**src/rtl/calc_operand_stack.sv**
```systemverilog
// rtl/calc_operand_stack.sv - LIFO operand stack feeding the ALU operands (top/second).
// Optional stack-lift on PUSH/DUP when full: define CALC_OPERAND_STACK_LIFT_EN.
module calc_operand_stack #(
  parameter int WIDTH = 8,
  parameter int DEPTH = 4,
  parameter int CW    = $clog2(DEPTH+1)
) (
  input  logic             clk,
  input  logic             rst,
  input  logic             op_valid,
  input  logic [2:0]       op,
  input  logic [WIDTH-1:0] d,
  output logic [WIDTH-1:0] top,
  output logic [WIDTH-1:0] second,
  output logic [CW-1:0]    count,
  output logic             empty,
  output logic             full,
  output logic             err,
  output logic             done
);

  localparam logic [2:0] OP_NOP  = 3'b000;
  localparam logic [2:0] OP_PUSH = 3'b001;
  localparam logic [2:0] OP_POP  = 3'b010;
  localparam logic [2:0] OP_SWAP = 3'b011;
  localparam logic [2:0] OP_DUP  = 3'b100;
  localparam logic [2:0] OP_LOAD = 3'b101;
  localparam logic [2:0] OP_CLR  = 3'b110;

  localparam logic [CW-1:0] FULL_CNT = CW'(DEPTH);
  localparam logic [CW-1:0] TWO_CNT  = CW'(2);

  logic [WIDTH-1:0] r_ent [DEPTH];
  logic [CW-1:0]    r_count;
  logic             r_err;
  logic             r_done;

  logic [WIDTH-1:0] w_nxt [DEPTH];
  logic [CW-1:0]    w_nxt_count;
  logic             w_full;
  logic             w_empty;
  logic             w_room;
  logic             w_legal;

  assign w_full  = (r_count == FULL_CNT);
  assign w_empty = (r_count == '0);

`ifdef CALC_OPERAND_STACK_LIFT_EN
  assign w_room = 1'b1;
`else
  assign w_room = !w_full;
`endif

  // Slots at index >= count are kept zero, so shifts need no masking.
  always_comb begin
    w_legal     = 1'b0;
    w_nxt       = r_ent;
    w_nxt_count = r_count;
    case (op)
      OP_NOP: w_legal = 1'b1;
      OP_PUSH, OP_DUP: begin
        w_legal = w_room && ((op == OP_PUSH) || !w_empty);
        for (int i = 1; i < DEPTH; i++) w_nxt[i] = r_ent[i-1];
        w_nxt[0] = (op == OP_PUSH) ? d : r_ent[0];
        if (!w_full) w_nxt_count = r_count + 1'b1;
      end
      OP_POP: begin
        w_legal = !w_empty;
        for (int i = 0; i < DEPTH-1; i++) w_nxt[i] = r_ent[i+1];
        w_nxt[DEPTH-1] = '0;
        w_nxt_count    = r_count - 1'b1;
      end
      OP_SWAP: begin
        w_legal  = (r_count >= TWO_CNT);
        w_nxt[0] = r_ent[1];
        w_nxt[1] = r_ent[0];
      end
      OP_LOAD: begin
        w_legal  = !w_empty;
        w_nxt[0] = d;
      end
      OP_CLR: begin
        w_legal = 1'b1;
        for (int i = 0; i < DEPTH; i++) w_nxt[i] = '0;
        w_nxt_count = '0;
      end
      default: w_legal = 1'b0;
    endcase
  end

  always_ff @(posedge clk) begin
    if (rst) begin
      for (int i = 0; i < DEPTH; i++) r_ent[i] <= '0;
      r_count <= '0;
      r_err   <= 1'b0;
      r_done  <= 1'b0;
    end else begin
      r_done <= 1'b0;
      if (op_valid) begin
        if (!w_legal) begin
          r_err <= 1'b1;
        end else if (op != OP_NOP) begin
          r_ent   <= w_nxt;
          r_count <= w_nxt_count;
          r_done  <= 1'b1;
          if (op == OP_CLR) r_err <= 1'b0;
        end
      end
    end
  end

  assign top    = r_ent[0];
  assign second = r_ent[1];
  assign count  = r_count;
  assign empty  = w_empty;
  assign full   = w_full;
  assign err    = r_err;
  assign done   = r_done;

endmodule
```
**config.mk**
```make
export PLATFORM = sky130hd
export DESIGN_NAME = calc_operand_stack
export DESIGN_NICKNAME = d
export VERILOG_FILES = /design/src/rtl/calc_operand_stack.sv
export SDC_FILE = /design/constraint.sdc
export NUM_CORES = 1
export LEC_CHECK = 0
export ABC_AREA = 1
export CAP_MARGIN = 10
export CORE_ASPECT_RATIO = 0.8
export CORE_MARGIN = 4
export CORE_UTILIZATION = 58
export DETAILED_ROUTE_END_ITERATION = 6
export PLACE_DENSITY = 0.87
export SLEW_MARGIN = 20
export SYNTH_ARGS = -nofsm -noshare
export SYNTH_HDL_FRONTEND = slang
export SYNTH_SLANG_ARGS = --single-unit
```
**constraint.sdc**
```tcl
create_clock -name clk -period 5.4 [get_ports clk]
set_input_delay 1.35 -clock clk [delete_from_list [all_inputs] [get_ports clk]]
set_output_delay 1.35 -clock clk [all_outputs]
set_load 0.005 [all_outputs]
```
# After elaboration in Yosys (flattened, before gate mapping)
# Index checks and enable logic that the tools add are counted.
# totals
elab_cells,55
output_inout_bits,23
inputBits,14
regBits,37
# op_classes
addsub,2
n_eq_ne,11
n_lt_le_gt_ge,1
reduce_logical,21
n_mux,11
n_bitwise,2
# ops
operator,count
$pmux 16 s3,1
$pmux 8 s4,1
$pmux 8 s3,1
$eq 3x3->1 const B,4
$reduce_and 5->1,2
$pmux 3 s3,1
$reduce_bool 3->1,3
$mux 8,1
$reduce_and 4->1,2
$reduce_or 2->1,4
$eq 3x2->1 const B,2
$logic_not 3->1,2
$reduce_or 3->1,2
$mux 1,4
$ne 2x1->1 const B,2
$ne 2x2->1 const B,2
$pmux 1 s4,1
$reduce_bool 4->1,1
$add 3x1->3 const B,1
$eq 3x1->1 const B,1
$ge 3x2->1 const B,1
$mux 3,1
$reduce_and 3->1,1
$sub 3x1->3 const B,1
other kinds (4),6

# Depth between registers and ports, before layout
# Gate-level depths: netlist (run 1).
# logic_depth
word_depth,7
depth_mapped,13
mapped_depth_nobuf,11

# Worst setup path before layout (run 1)
# No wires, ideal clock.
# synth_timing
path_kind,input -> register
start,input port op[0]
end,"register r_count[2], in the netlist count[2]"
setup_time_ns,0.110
cell_stages,12
slack_ns,2.381
n_path_buf,2
arrival_ns,2.908
t_required_ns,5.290
cell_sequence,buf_6 > inv_2 > nand2_2 > buf_4 > nor2_2 > inv_1 > fa_1 > xor2_1 > o21ai_0 > nand4_1 > nand2_1 > nor2_1
# synth_via
elab_chain_len,5
word_cells_on_any_way,18
cone_classes,7 x eq/ne; 2 x mux; 9 x reduce/logical
# synth_rtl
element,line_no,text
start: declaration,11,"input logic [2:0] op,"
$eq 3x1->1,"59, 62",
$logic_or 1x1->1,62,w_legal = w_room && ((op == OP_PUSH) || !w_empty);
$logic_and 1x1->1,62,
$pmux 1 s4,59,case (op)
$reduce_and 5->1 (no line),n/a,
end signal: assignment,104,r_count <= w_nxt_count;
end: declaration,34,logic [CW-1:0] r_count;
# Parallel ways exist; a longest one is shown, timed or not.
# A chain may end at the register's enable or synchronous reset.

# Worst setup path after layout (run 1)
# layout_timing
start,input port op[0]
end,"register r_ent, in the netlist top[4]"
# layout_via
elab_chain_len,5
word_cells_on_any_way,19
cone_classes,7 x eq/ne; 2 x mux; 10 x reduce/logical
# layout_rtl
element,line_no,text
$eq 3x1->1,"59, 62, 64",
$logic_or 1x1->1,62,
$logic_and 1x1->1,62,
$pmux 1 s4,59,
$reduce_and 5->1 (no line),n/a,
end signal: assignment,103,r_ent <= w_nxt;
end: declaration,33,logic [WIDTH-1:0] r_ent [DEPTH];
# Parallel ways exist; a longest one is shown, timed or not.

==> results.yml, run 1 <==
detailed_routing:
  drt_drc_violations_left: 0
  vias: 2294
  vias_per_cell: 4.98
  postRouteAntennaNets: 0
  dr.pass1.iters: 4
  drtIter0Drc: 204
  wirelength_mm: 5.58
  drt-wirelength-per-cell_um: 12.1
setup_path:
  cp-end-kind: "flip-flop"
  required_ns: 5.58
  path_max_fanout: 39
  ff2ff_path_depth: 10
  r2r-end: "r_ent[9]"
  r2r-start: "count[2]"
  cp-start-kind: "input pin"
  arrival_ns: 3.98
  critPathKind: "input pin to flip-flop"
  r2r_setup_slack_ns: 3.25
synth:
  postSynthCellCount: 398
  ys.flop_type: "dfxtp_1"
  synth.avg_cell_area_sq_um: 6.17
  synth_adder_area_share_pct: 0.815
  syn_nets: 413
  synthSimpleGateAreaFrac_pct: 38.0
  ys_ff_latch: 37
  synth_mux_area_share_pct: 0
  yosysUniqueCellTypes: 23
  synth_top_family_by_area: "simple AND/OR/NAND/NOR gates"
  seq_area_frac_synth_pct: 30.1
  ys_warn_count: 0
  syn-cell-area_sq_um: 2460
  synth_compound_area_share_pct: 6.67
  synth_edf_count: 0
  synthArstFlopShare_pct: 0
  synth-xor-area-share_pct: 0.713
clock_network:
  insertion_delay_ns: 0.29
  cts_made_buffers: 5
  clk_pin_slew_worst_paths_ns: 0.07
  ctsHoldBuffers: 0
  cts_buffer_depth: 2
  cts_resized: 0
  cts_tree: "done"
  cts_setup_buffers: 0
  clkSinkCount: 37
  clock-root-buffer: "clkbuf_8"
  h-tree-depth: 2
sta:
  fmax_ghz: 0.263
  clock_skew_ns: 0.00417
  maxSlewViolCount: 0
  period_minus_slack_ns: 3.80
  setup_ws_ns: 1.60
  grt_setup_unrepaired: "false"
  finalSetupViolCount: 0
  tns_ns: 0
  finalHoldViolations: 0
  worst_slew_pin_slew_ns: 0.979
  period_share_pct: 70.4
  slew_headroom_pct: 34.3
die:
  initial_core_util_pct: 62.5
  core_area_sq_um: 3930
  die_h_um: 66.2
  pin_count: 37
  die-area_sq_um: 5350
  die_w_um: 80.8
  fp-row-count: 20
finish:
  fin_util_pct: 69.3
  num_antenna_cells: 0
  layout-drive-gt1-share_pct: 5.67
  final_nets: 421
  area_growth_pct: 10.7
outcome:
  status: "finished clean"
pwr:
  power_density_nw_per_um2: 264
  finalPower_mw: 0.720
  power_leakage_nw: 1.31
  peakVddDrop_v: 0.000179
placed_design:
  dpl.hpwl_mm: 3.85
  post-place-ws_ns: 1.33
  io_buffer_count: 36
  place_congestion: 0.802
hold_path:
  whs_endpoint: "err"
  hp-class: "flip-flop to flip-flop"
  whs_path_depth: 2
  hold_start: "err"
global_routing:
  grt_pass1_wl_mm: 9.61
  track_usage_pct: 22.9
  grt_max_degree: 40
  gr-total-overflow: 0
  grt_pass1_vias: 2037
  antenna_found_initial: 0
flow_run:
  maxCapViolations: 0
==> registers in the layout, indices dropped and copies added, names as in the netlist <==
register,cells
top,8
second,8
r_ent,16
count,3
err,1
done,1
==> critical path, cell delays in order <==
cell	delay [ns]
clkdlybuf4s50_1	0.64
inv_2	0.08
nand2_2	0.44
nand2_1	0.13
nand2_2	0.10
nand2_2	0.06
nor2_4	0.12
nand2_2	0.42
nand3_1	0.43
nand2_1	0.08
inv_1	0.06
nor2_1	0.04
==> metal layers <==
layer / wire length, um / GRT usage (%) / part of all wire [%]
met5: 0 / 0 / 0
met4: 46 / 5.91 / 0.83
met3: 393 / 4.22 / 7.0
met2: 2410 / 34.9 / 43
met1: 2730 / 33.0 / 49
==> through the flow <==
step                      cell area, sq um  hold WS [ns]  instances
after floorplan                       2460         0.454        398
after global placement                2640         0.457        454
after detailed placement              2640         0.461        454
after CTS                             2730         0.473        461
after global routing                  2720         0.501        461
final                                 2720         0.475        461
==> Yosys cell counts (2+ instances only) <==
cell      count  share of area (%)
nand2_1      95                 15
a22oi_1       8                2.4
buf_6         5                2.3
inv_2         3               0.46
nand2_2       6                1.5
o21ai_0      10                2.0
nand4_1      35                8.9
a21oi_1       9                1.8
inv_1        82                 13
clkinv_1      2               0.31
buf_2         5                1.0
clkbuf_1      6               0.92
nor2_2        2               0.51
dfxtp_1      37                 30
buf_4        20                6.1
nand3_1      18                3.7
xor2_1        2               0.71
nor2_1       48                7.3
==> logic make-up after synthesis <==
family                   Yosys count
adder cells (fa/ha/maj)            1
AO/OA/AOI/OAI                     28
AND/OR/NAND/NOR                  207
XOR/XNOR                           2
flip-flops                        37
buffers and inverters            123
==> worst max-delay path by stage <==
stage	from	to	slack (ns)	cells after the start
after detailed placement	op[0]	count[2]	1.33	11
after global routing	op[0]	r_ent[9]	1.33	12
after floorplan	op[0]	count[2]	2.38	12
final	op[0]	top[4]	1.60	12
after CTS	op[0]	count[2]	1.63	11
after global placement	op[0]	count[2]	1.40	11
==> layout by cell type (no fill, tap or decap), types with 2 or more instances in the layout <==
cell type / Yosys / routed
a21oi_1: 9 / 9
a22oi_1: 8 / 8
clkbuf_8: 0 / 6
clkdlybuf4s50_1: 0 / 35
clkinv_1: 2 / 2
dfxtp_1: 37 / 37
inv_1: 82 / 82
inv_2: 3 / 3
nand2_1: 95 / 95
nand2_2: 6 / 6
nand3_1: 18 / 18
nand4_1: 35 / 35
nor2_1: 48 / 48
nor2_2: 2 / 2
o21ai_0: 10 / 10
xor2_1: 2 / 2
==> where the power goes <==
group	total (mW)	internal [mW]	switching (mW)	leakage, nW
combinational	0.206	0.0854	0.121	0.962
sequential	0.316	0.297	0.0187	0.303
clock	0.198	0.101	0.0966	0.0443
==> cell type report <==
| class | count | area, sq um |
|---|---|---|
| fill | 360 | 1210 |
| multi-input combinational | 238 | 1140 |
| sequential | 37 | 741 |
| timing repair buffer | 37 | 363 |
| inverter | 87 | 327 |
| clock buffer | 7 | 86.3 |
| tap | 55 | 68.8 |
Note: power is estimated with default switching activity, not from simulation.
==> run 2, diff against run 1 <==
--- a/config.mk
+++ b/config.mk
@@ -9,9 +9,9 @@
 export CAP_MARGIN = 10
 export CORE_ASPECT_RATIO = 0.8
 export CORE_MARGIN = 4
-export CORE_UTILIZATION = 58
+export CORE_UTILIZATION = 54
 export DETAILED_ROUTE_END_ITERATION = 6
-export PLACE_DENSITY = 0.87
+export PLACE_DENSITY = 0.82
 export SLEW_MARGIN = 20
 export SYNTH_ARGS = -nofsm -noshare
 export SYNTH_HDL_FRONTEND = slang
==> constraint.sdc (replaced) <==
create_clock -name clk -period 3.8 [get_ports clk]
set_input_delay 0.95 -clock clk [delete_from_list [all_inputs] [get_ports clk]]
set_output_delay 0.95 -clock clk [all_outputs]
set_load 0.005 [all_outputs]
==> results.yml, run 2 (synthesis results as in run 1) <==
placed_design:
  dpl.hpwl_mm: 3.94
  placed_area_sq_um: 2690
  post-place-ws_ns: 0.566
  io_buffer_count: 36
  place_congestion: 0.844
  place_inst: 462
sta:
  tns_ns: 0
  period_minus_slack_ns: 2.94
  slew_headroom_pct: 59.4
  maxSlewViolCount: 0
  worst_slew_pin_slew_ns: 0.607
  setup_ws_ns: 0.855
  finalHoldViolations: 0
  grt_setup_unrepaired: "false"
  finalSetupViolCount: 0
  hold_ws_ns: 0.463
  clock_skew_ns: 0.00265
  period_share_pct: 77.5
  fmax_ghz: 0.340
finish:
  largest_reg_flops: 16
  final_nets: 427
  multiInputGateArea_sq_um: 1140
  layout_commonest_cell: "nand2_1"
  area_growth_pct: 14.1
  layout-drive-gt1-share_pct: 7.02
  finish.instance_area_sq_um: 2800
  layout_common_cells: "nand2_1 (95), inv_1 (82), nor2_1 (48), dfxtp_1 (37), clkdlybuf4s50_1 (36)"
  seq_area_sq_um: 741
  regMostFlops: "r_ent"
  fillCellCount: 383
  num_antenna_cells: 0
  final_cells: 470
setup_path:
  critPathKind: "input pin to flip-flop"
  cp-end-kind: "flip-flop"
  path_max_fanout: 12
  arrival_ns: 3.14
  required_ns: 4.00
  cp-start-kind: "input pin"
die:
  fp-row-count: 21
  pin_count: 37
  die_w_um: 83.4
  die_h_um: 68.3
  die-area_sq_um: 5700
  initial_core_util_pct: 57.4
  core_area_sq_um: 4280
pwr:
  combinationalPowerShare_pct: 26.9
  p_int_mw: 0.763
  power_leakage_nw: 1.35
  clockPowerShare_pct: 32.5
  switching_share_pct: 31.1
  peakVddDrop_v: 0.000224
  p_seq_share_pct: 40.6
  p_switching_mw: 0.344
  power_density_nw_per_um2: 395
clock_network:
  clk_pin_slew_worst_paths_ns: 0.07
  clock-root-buffer: "clkbuf_8"
  cts_made_buffers: 5
  cts_setup_buffers: 0
  insertion_delay_ns: 0.30
  cts_resized: 0
  h-tree-depth: 2
  cts_buffer_depth: 2
  clkSinkCount: 37
  cts_tree: "done"
  ctsHoldBuffers: 0
global_routing:
  gr-total-overflow: 0
  antenna_found_initial: 0
  grt_pass1_wl_mm: 9.58
  grt_max_degree: 22
  track_usage_pct: 21.2
  grt_pass1_vias: 2062
detailed_routing:
  wirelength_mm: 5.55
  drtIter0Drc: 181
  postRouteAntennaNets: 0
  drt_drc_violations_left: 0
  dr.pass1.iters: 5
  vias_per_cell: 5.03
  vias: 2364
  drt-wirelength-per-cell_um: 11.8
flow_run:
  maxCapViolations: 0
hold_path:
  hp-class: "flip-flop to flip-flop"
outcome:
  status: "finished clean"
-- run 2: cell count changes in the layout (fill, tap and decap cells not counted), sizes merged --
cell / previous run / this run
clkdlybuf4s50: 35 / 36
buf: 2 / 7
bufinv: 0 / 1
-- run 2: stage by stage --
step	power, mW	util (%)
after floorplan	0.684	-
after global placement	0.748	62.8
after global routing	1.17	65.5
after detailed placement	0.753	62.8
after CTS	1.11	65.5
final	1.11	65.5
-- run 2: final cells by class --
| type | instances | area share, % |
|---|---|---|
| multi-input combinational | 238 | 40.5 |
| sequential | 37 | 26.4 |
| timing repair buffer | 43 | 14.7 |
| inverter | 87 | 11.6 |
| clock buffer | 7 | 3.08 |
| tap | 57 | 2.54 |
| clock inverter | 1 | 1.07 |
-- run 2: power by group through the flow --
stage / combinational, mW / sequential [mW] / clock [mW]
detailed placement: 0.295 / 0.458 / 0
CTS: 0.298 / 0.449 / 0.365
finish: 0.298 / 0.449 / 0.360
floorplan: 0.236 / 0.448 / 0
global route: 0.341 / 0.453 / 0.379
global placement: 0.291 / 0.457 / 0
-- run 2: final timing paths --
check	end	slack, ns	from	cells after the start
setup reg to reg	r_ent[3]	1.96	count[2]	10
hold / removal	err	0.46	err	2
setup / recovery	count[2]	0.86	op[0]	13
hold reg to reg	err	0.46	err	2
-- run 2: metal layers --
metal | vias up | GRT usage [%] | routed length [um]
li1 | 1238 | - | -
met1 | 1009 | 27.5 | 2490
met2 | 106 | 33.8 | 2470
met3 | 11 | 5.29 | 483
met4 | 0 | 9.64 | 105
met5 | - | 0 | 0
-- run 2: critical path: stages --
cell,delay (ns)
clkdlybuf4s50_1,0.56
inv_2,0.13
nand2_2,0.16
nor2_2,0.12
buf_4,0.17
inv_1,0.08
fa_1,0.38
xor2_1,0.20
nand2_1,0.07
o21ai_0,0.07
nand4_1,0.11
nand2_1,0.08
nor2_1,0.05
==> run 3, diff against run 2 <==
--- a/config.mk
+++ b/config.mk
@@ -9,9 +9,9 @@
 export CAP_MARGIN = 10
 export CORE_ASPECT_RATIO = 0.8
 export CORE_MARGIN = 4
-export CORE_UTILIZATION = 54
+export CORE_UTILIZATION = 49
 export DETAILED_ROUTE_END_ITERATION = 6
-export PLACE_DENSITY = 0.82
+export PLACE_DENSITY = 0.78
 export SLEW_MARGIN = 20
 export SYNTH_ARGS = -nofsm -noshare
 export SYNTH_HDL_FRONTEND = slang
==> constraint.sdc (replaced) <==
create_clock -name clk -period 2.6 [get_ports clk]
set_input_delay 0.65 -clock clk [delete_from_list [all_inputs] [get_ports clk]]
set_output_delay 0.65 -clock clk [all_outputs]
set_load 0.005 [all_outputs]
==> results.yml, run 3 (synthesis results as in run 1) <==
sta:
  period_share_pct: 89.7
  clock_skew_ns: 0.00694
  finalHoldViolations: 0
  hold_ws_ns: 0.466
  period_minus_slack_ns: 2.33
  slew_headroom_pct: 69.0
  worst_slew_pin_slew_ns: 0.464
  fmax_ghz: 0.429
  finalSetupViolCount: 0
  maxSlewViolCount: 0
  grt_setup_unrepaired: "false"
  setup_ws_ns: 0.269
hold_path:
  hold_start: "err"
  whs_path_depth: 2
  hp-class: "flip-flop to flip-flop"
  whs_endpoint: "err"
clock_network:
  clkSinkCount: 37
  cts_resized: 0
  h-tree-depth: 2
  ctsHoldBuffers: 0
  insertion_delay_ns: 0.29
  cts_tree: "done"
  cts_buffer_depth: 2
  clock-root-buffer: "clkbuf_8"
  cts_setup_buffers: 0
  cts_made_buffers: 5
  clk_pin_slew_worst_paths_ns: 0.08
finish:
  num_antenna_cells: 0
  layout_common_cells: "nand2_1 (95), inv_1 (82), nor2_1 (48), dfxtp_1 (37), clkdlybuf4s50_1 (36)"
  final_nets: 440
  largest_reg_flops: 16
  layout_commonest_cell: "nand2_1"
  final_cells: 486
  regMostFlops: "r_ent"
  layout-drive-gt1-share_pct: 9.86
  area_growth_pct: 16.9
setup_path:
  r2r_setup_slack_ns: 0.87
  path_cells: "clkdlybuf4s50_1, inv_1, nand3_1, nand2_1, nand3_1, nand2_2, nand3_1, nand2_1, inv_1, nor2_1"
  required_ns: 2.83
  arrival_ns: 2.56
  r2r-end: "top[2]"
  cp-end-kind: "flip-flop"
  cp-start-kind: "input pin"
  cp_common_cell: "nand3_1"
  crit_path_max_incr_delay_ns: 0.53
  ff2ff_path_depth: 10
  r2r-start: "count[2]"
  path_max_fanout: 11
  critPathKind: "input pin to flip-flop"
  slowest_stage: "clkdlybuf4s50_1"
die:
  fp-row-count: 22
  die_w_um: 87.2
  die_h_um: 71.3
  die-area_sq_um: 6220
  pin_count: 37
  core_area_sq_um: 4710
  initial_core_util_pct: 52.2
placed_design:
  io_buffer_count: 36
  post-place-ws_ns: -0.0188
  place_inst: 478
  dpl.hpwl_mm: 4.31
  place_congestion: 0.864
detailed_routing:
  drtIter0Drc: 237
  wirelength_mm: 5.87
  postRouteAntennaNets: 0
  drt_drc_violations_left: 0
  dr.pass1.iters: 4
  drt-wirelength-per-cell_um: 12.1
  vias_per_cell: 5.02
  vias: 2438
pwr:
  power_density_nw_per_um2: 529
  peakVddDrop_v: 0.000321
  power_leakage_nw: 1.40
global_routing:
  antenna_found_initial: 0
  grt_pass1_vias: 2133
  gr-total-overflow: 0
  grt_max_degree: 37
  grt_pass1_wl_mm: 9.74
  track_usage_pct: 19.4
outcome:
  status: "finished clean"
flow_run:
  maxCapViolations: 0
==> run 3: critical path, delay by kind of cell <==
kind / cells / cell delay (ns)
buffers and inverters: 3 / 0.78
and+or+nand+nor: 7 / 1.13
==> run 3: area by class of cell <==
class	count	area, sq um
fill	438	1840
multi-input combinational	238	1140
sequential	37	741
timing repair buffer	56	510
inverter	87	327
tap	60	75.1
clock buffer	6	72.6
clock inverter	2	10.0
==> run 3: layer usage <==
layer	vias up	global-route usage, %	wire, um	share of wire [%]
li1	1262	-	-	-
met1	1075	28.1	2800	48
met2	96	28.6	2500	43
met3	5	6.09	544	9.3
met4	0	3.41	24	0.41
met5	-	0	0	0
==> run 3: worst max path at each step <==
stage	start	to
2_1_floorplan	op[0]	count[2]
3_3_place_gp	op[0]	count[2]
3_5_place_dp	op[2]	top[2]
4_1_cts	op[2]	top[2]
5_1_grt	op[2]	top[2]
6_report	op[2]	top[2]
==> run 3: metrics by stage <==
stage	utilization, %	total power [mW]	TNS (ns)	area, sq um
global route	61.0	1.62	0	2870
CTS	61.0	1.53	0	2870
global placement	59.3	1.12	0	2790
finish	61.0	1.52	0	2870
floorplan	-	0.999	0	2460
detailed placement	59.3	1.13	-0.0197	2790
==> run 3: power breakdown <==
part,switching (mW),total [mW],internal [mW]
registers,0.0383,0.655,0.617
logic,0.262,0.470,0.208
clock network,0.210,0.396,0.186
total,0.510,1.52,1.01
==> edit 1 (config.mk and constraints of run 3) <==
Make the reset (`rst`) asynchronous in one clocked block.
--- a/src/rtl/calc_operand_stack.sv
+++ b/src/rtl/calc_operand_stack.sv
@@ -88,7 +88,7 @@
     endcase
   end
 
-  always_ff @(posedge clk) begin
+  always_ff @(posedge clk or posedge rst) begin
     if (rst) begin
       for (int i = 0; i < DEPTH; i++) r_ent[i] <= '0;
       r_count <= '0;
Behaviour: differs if rst is asserted again (counterexample within 4 cycles, from zero or initial values and one cycle with rst high); with rst held inactive, the same outputs for 4 cycles.
==> edit 1 against run 3 <==
Sequential share of layout area grew 8.1 points; wire length shrank 2.1%; clock skew is essentially flat; worst setup slack lost 0.0047 ns; critical path depth shrank 7; sequential cell count is the same; area after synthesis shrank 6.2%; final area shrank 4.8%; largest cell class unchanged.
Power is not compared: it rests on default switching activity, and its combinational part moved more than twofold at a synthesized area within 25%.
==> edit 1: results <==
outcome:
  status: "finished, final reports clean"
placement:
  dp_hpwl_um: 4080
  gp_congestion: 0.845
  placed_area_sq_um: 2630
  dp_cells: 395
grt:
  grt_usage_pct: 20.1
  grt_max_degree: 38
  use_met2_pct: 29.3
  grtUsageMet1_pct: 29.9
  grt_pass1_wl_um: 9550
  gr-usage-met3_pct: 5.46
routing:
  drt_iter0_drc: 232
  vias: 2151
  wire_per_inst_um: 14.3
  viasPerCell: 5.34
  first_pass_iters: 5
logic_synthesis:
  ys_seq_area_share_pct: 40.2
  synth_commonest_cells: "nand2_1 (125), dfrtp_1 (37), nand4_1 (35)"
  ys_top_cells_by_area: "dfrtp_1 (40%), nand2_1 (20%), nand4_1 (9.5%)"
  postSynthCellCount: 316
  synth_fp_nets: 331
  postSynth.asyncResetShare_pct: 100
critical_path:
  cp.arrival_ns: 1.69
  critPathMaxFanout: 4
sta:
  slew_headroom_pct: 67.5
layout:
  nets: 357
  drive_above_1_share_pct: 9.91
clock_network:
  cts_setup_buffers: 0
  path_clk_slew_ns: 0.07
edit 1: changes by cell type after synthesis, sizes merged, moves of 2 or more:
cell | before | now
dfxtp | 37 | 0
a22oi | 8 | 0
clkbuf | 6 | 4
nor2 | 51 | 18
dfrtp | 0 | 37
a21oi | 10 | 1
nand3 | 20 | 15
inv | 85 | 27
o21ai | 10 | 19
buf | 30 | 27
nand2 | 101 | 127
edit 1: report_power, final:
group          internal (mW)  total [mW]  leakage, nW  switching, mW
Sequential             0.790       0.978        0.492          0.188
Clock                  0.239       0.438       0.0542          0.199
Combinational          0.482        1.00        0.842          0.520
edit 1: layout make-up:
class | instances | area, sq um
inverters | 28 | 105
fillers | 432 | 1840
well taps | 60 | 75.1
repair buffers | 50 | 478
clock inverters | 1 | 5.00
multi-input cells | 220 | 1050
clock buffers | 7 | 96.3
flip-flops and latches | 37 | 926
edit 1: logic make-up after synthesis:
family | synth area share, %
buffers and inverters | 14.3
AOI/OAI and AO/OA | 4.51
and+or+nand+nor | 39.0
xor gates and xnor gates | 1.09
DFF | 40.2
adders and majority gates | 0.869
edit 1: path summary, 6_finish.rpt:
check / startpoint / end / cells past startpoint
worst max-delay path: count[2] / full / 3
worst min-delay path: r_ent[5] / r_ent[5] / 2
worst max register to register: count[2] / top[4] / 7
worst min register to register: r_ent[5] / r_ent[5] / 2
max in group asynchronous: rst / count[1] / 3
min in group asynchronous: rst / top[4] / 3
edit 1: critical path, cell delays in order, from the launching register on:
cell and delay [ns]:
dfrtp_1 0.42, inv_1 0.08, nor3_1 0.33, clkdlybuf4s50_1 0.58
edit 1: per-stage QoR:
| step | setup WS (ns) | hold slack, ns |
|---|---|---|
| floorplan | 0.587 | 0.442 |
| detailed placement | 0.0100 | 0.461 |
| CTS | 0.261 | 0.478 |
| global route | 0.138 | 0.518 |
| global placement | 0.117 | 0.456 |
| finish | 0.264 | 0.479 |
edit 1: metal layers:
layer | vias up | routed length (um) | part of all wire (%)
met5 | - | 0 | 0
met4 | 0 | 61 | 1.1
met3 | 10 | 442 | 7.7
met2 | 107 | 2520 | 44
met1 | 976 | 2730 | 47
li1 | 1058 | - | -
==> edit 2 (config.mk and constraints of run 3) <==
Without the edit above. Build with the macro `CALC_OPERAND_STACK_LIFT_EN` defined.
--- a/src/rtl/calc_operand_stack.sv
+++ b/src/rtl/calc_operand_stack.sv
@@ -1,5 +1,7 @@
 // rtl/calc_operand_stack.sv - LIFO operand stack feeding the ALU operands (top/second).
 // Optional stack-lift on PUSH/DUP when full: define CALC_OPERAND_STACK_LIFT_EN.
+`define CALC_OPERAND_STACK_LIFT_EN
+
 module calc_operand_stack #(
   parameter int WIDTH = 8,
   parameter int DEPTH = 4,
Function: changed (Yosys sat finds a counterexample within 10 cycles, from zero or initial values and one cycle with rst high).
==> edit 2 against run 3 <==
Clock skew fell by 0.00091 ns; critical path type unchanged; count of clock-buffer cells in the layout rose by 2; core utilization fell by 1.9 points; wire length fell by 23%; combinational power fell by 21%; power fell by 8.8%; largest cell class unchanged; sequential cell count did not move; final area fell by 14%; non-clock buffer count fell by 15; worst setup slack improved by 0.14 ns; critical endpoint is now r_ent[4]; largest power group unchanged; fmax rose by 6.4%; critical path depth fell by 1; area after synthesis fell by 14%.
==> edit 2: results <==
clock_network:
  path_clk_slew_ns: 0.07
  post_cts_resized: 0
  root_buffer: "clkbuf_8"
  numCtsBuffers: 5
sta:
  tightest_slew_ns: 0.437
  finClkSkew_ns: 0.00603
logic_synthesis:
  ys_top_cells_by_area: "dfxtp_1 (35%), nand2_1 (15%), nor2_1 (12%)"
  synth_compound_area_share_pct: 9.92
  synth-adder-area-share_pct: 0.945
  synth-xor-area-share_pct: 0.413
  ys_warn_count: 0
  ys_seq_area_share_pct: 34.9
  synth_fp_nets: 340
  ys_types: 24
  synth_commonest_cells: "nand2_1 (85), nor2_1 (68), inv_1 (40)"
  postSynth.asyncResetShare_pct: 0
  syn_avg_cell_area_sq_um: 6.52
placement:
  dp_hpwl_um: 3310
  dp_cells: 395
  placed_area_sq_um: 2390
  pre_cts_slack_ns: 0.132
  gp_congestion: 0.860
routing:
  routed_wl_um: 4500
  wire_per_inst_um: 11.2
  first_pass_iters: 5
  drt_iter0_drc: 234
  viasPerCell: 4.78
critical_path:
  r2r-start: "count[2]"
  crit_path_max_incr_delay_ns: 0.44
  rrSetupSlack_ns: 0.99
  critPathMaxFanout: 32
  reg2regPathDepth: 7
  timing.rr.end: "r_ent[4]"
  cp.arrival_ns: 2.36
grt:
  grt_pass1_vias: 1590
  grt_usage_pct: 17.7
pwr:
  peakVddDrop_v: 0.000239
  leakage_nw: 1.21
outcome:
  status: "finished, final reports clean"
hold_path:
  min_path_type: "flop to flop"
  worst_hold_path.num_cells: 2
layout:
  drive_above_1_share_pct: 6.94
  nets: 360
-- edit 2: critical path: cells and delay by family --
kind / cells / cell delay (ns)
buffers and inverters: 3 / 0.62
and+or+nand+nor: 5 / 0.81
AOI/OAI and AO/OA: 1 / 0.26
-- edit 2: final cells by class --
class	instances	area, sq um
clock buffer	8	80.1
fill	386	1710
inverter	46	173
multi-input combinational	214	1010
sequential	37	741
tap	57	71.3
timing repair buffer	41	398
-- edit 2: through the flow --
step	hold slack (ns)	power, mW
after floorplan	0.453	0.926
after global placement	0.459	1.02
after detailed placement	0.463	1.03
after CTS	0.475	1.40
after global routing	0.508	1.48
final	0.471	1.39
-- edit 2: cells by family after synthesis --
logic type,count (synthesis)
adder cells (fa/ha/maj),1
AND/OR/NAND/NOR,175
buffers and inverters,74
AO/OA/AOI/OAI,37
flip-flops,37
XOR/XNOR,1
-- edit 2: worst max-delay path by stage --
stage	from	to	slack, ns	cells after the start
finish	op[0]	r_ent[4]	0.41	9
global route	op[2]	r_ent[5]	0.21	9
CTS	count[2]	empty	0.40	2
detailed placement	op[2]	r_ent[3]	0.13	9
global placement	op[2]	r_ent[4]	0.20	9
floorplan	op[0]	count[2]	0.62	9
-- edit 2: power breakdown --
part | internal, mW | switching, mW | total (mW) | leakage (nW)
clock network | 0.190 | 0.182 | 0.372 | 0.0395
registers | 0.617 | 0.0249 | 0.642 | 0.303
logic | 0.166 | 0.206 | 0.372 | 0.865
total | 0.973 | 0.413 | 1.39 | 1.21
-- edit 2: metal layers --
metal  global-route usage, %  up-vias  wire, um
met2                    26.7       53      1930
met1                    25.9      848      2210
met3                    3.78        4       324
met4                    2.53        0        36
li1                        -     1022         -
met5                       0        -         0
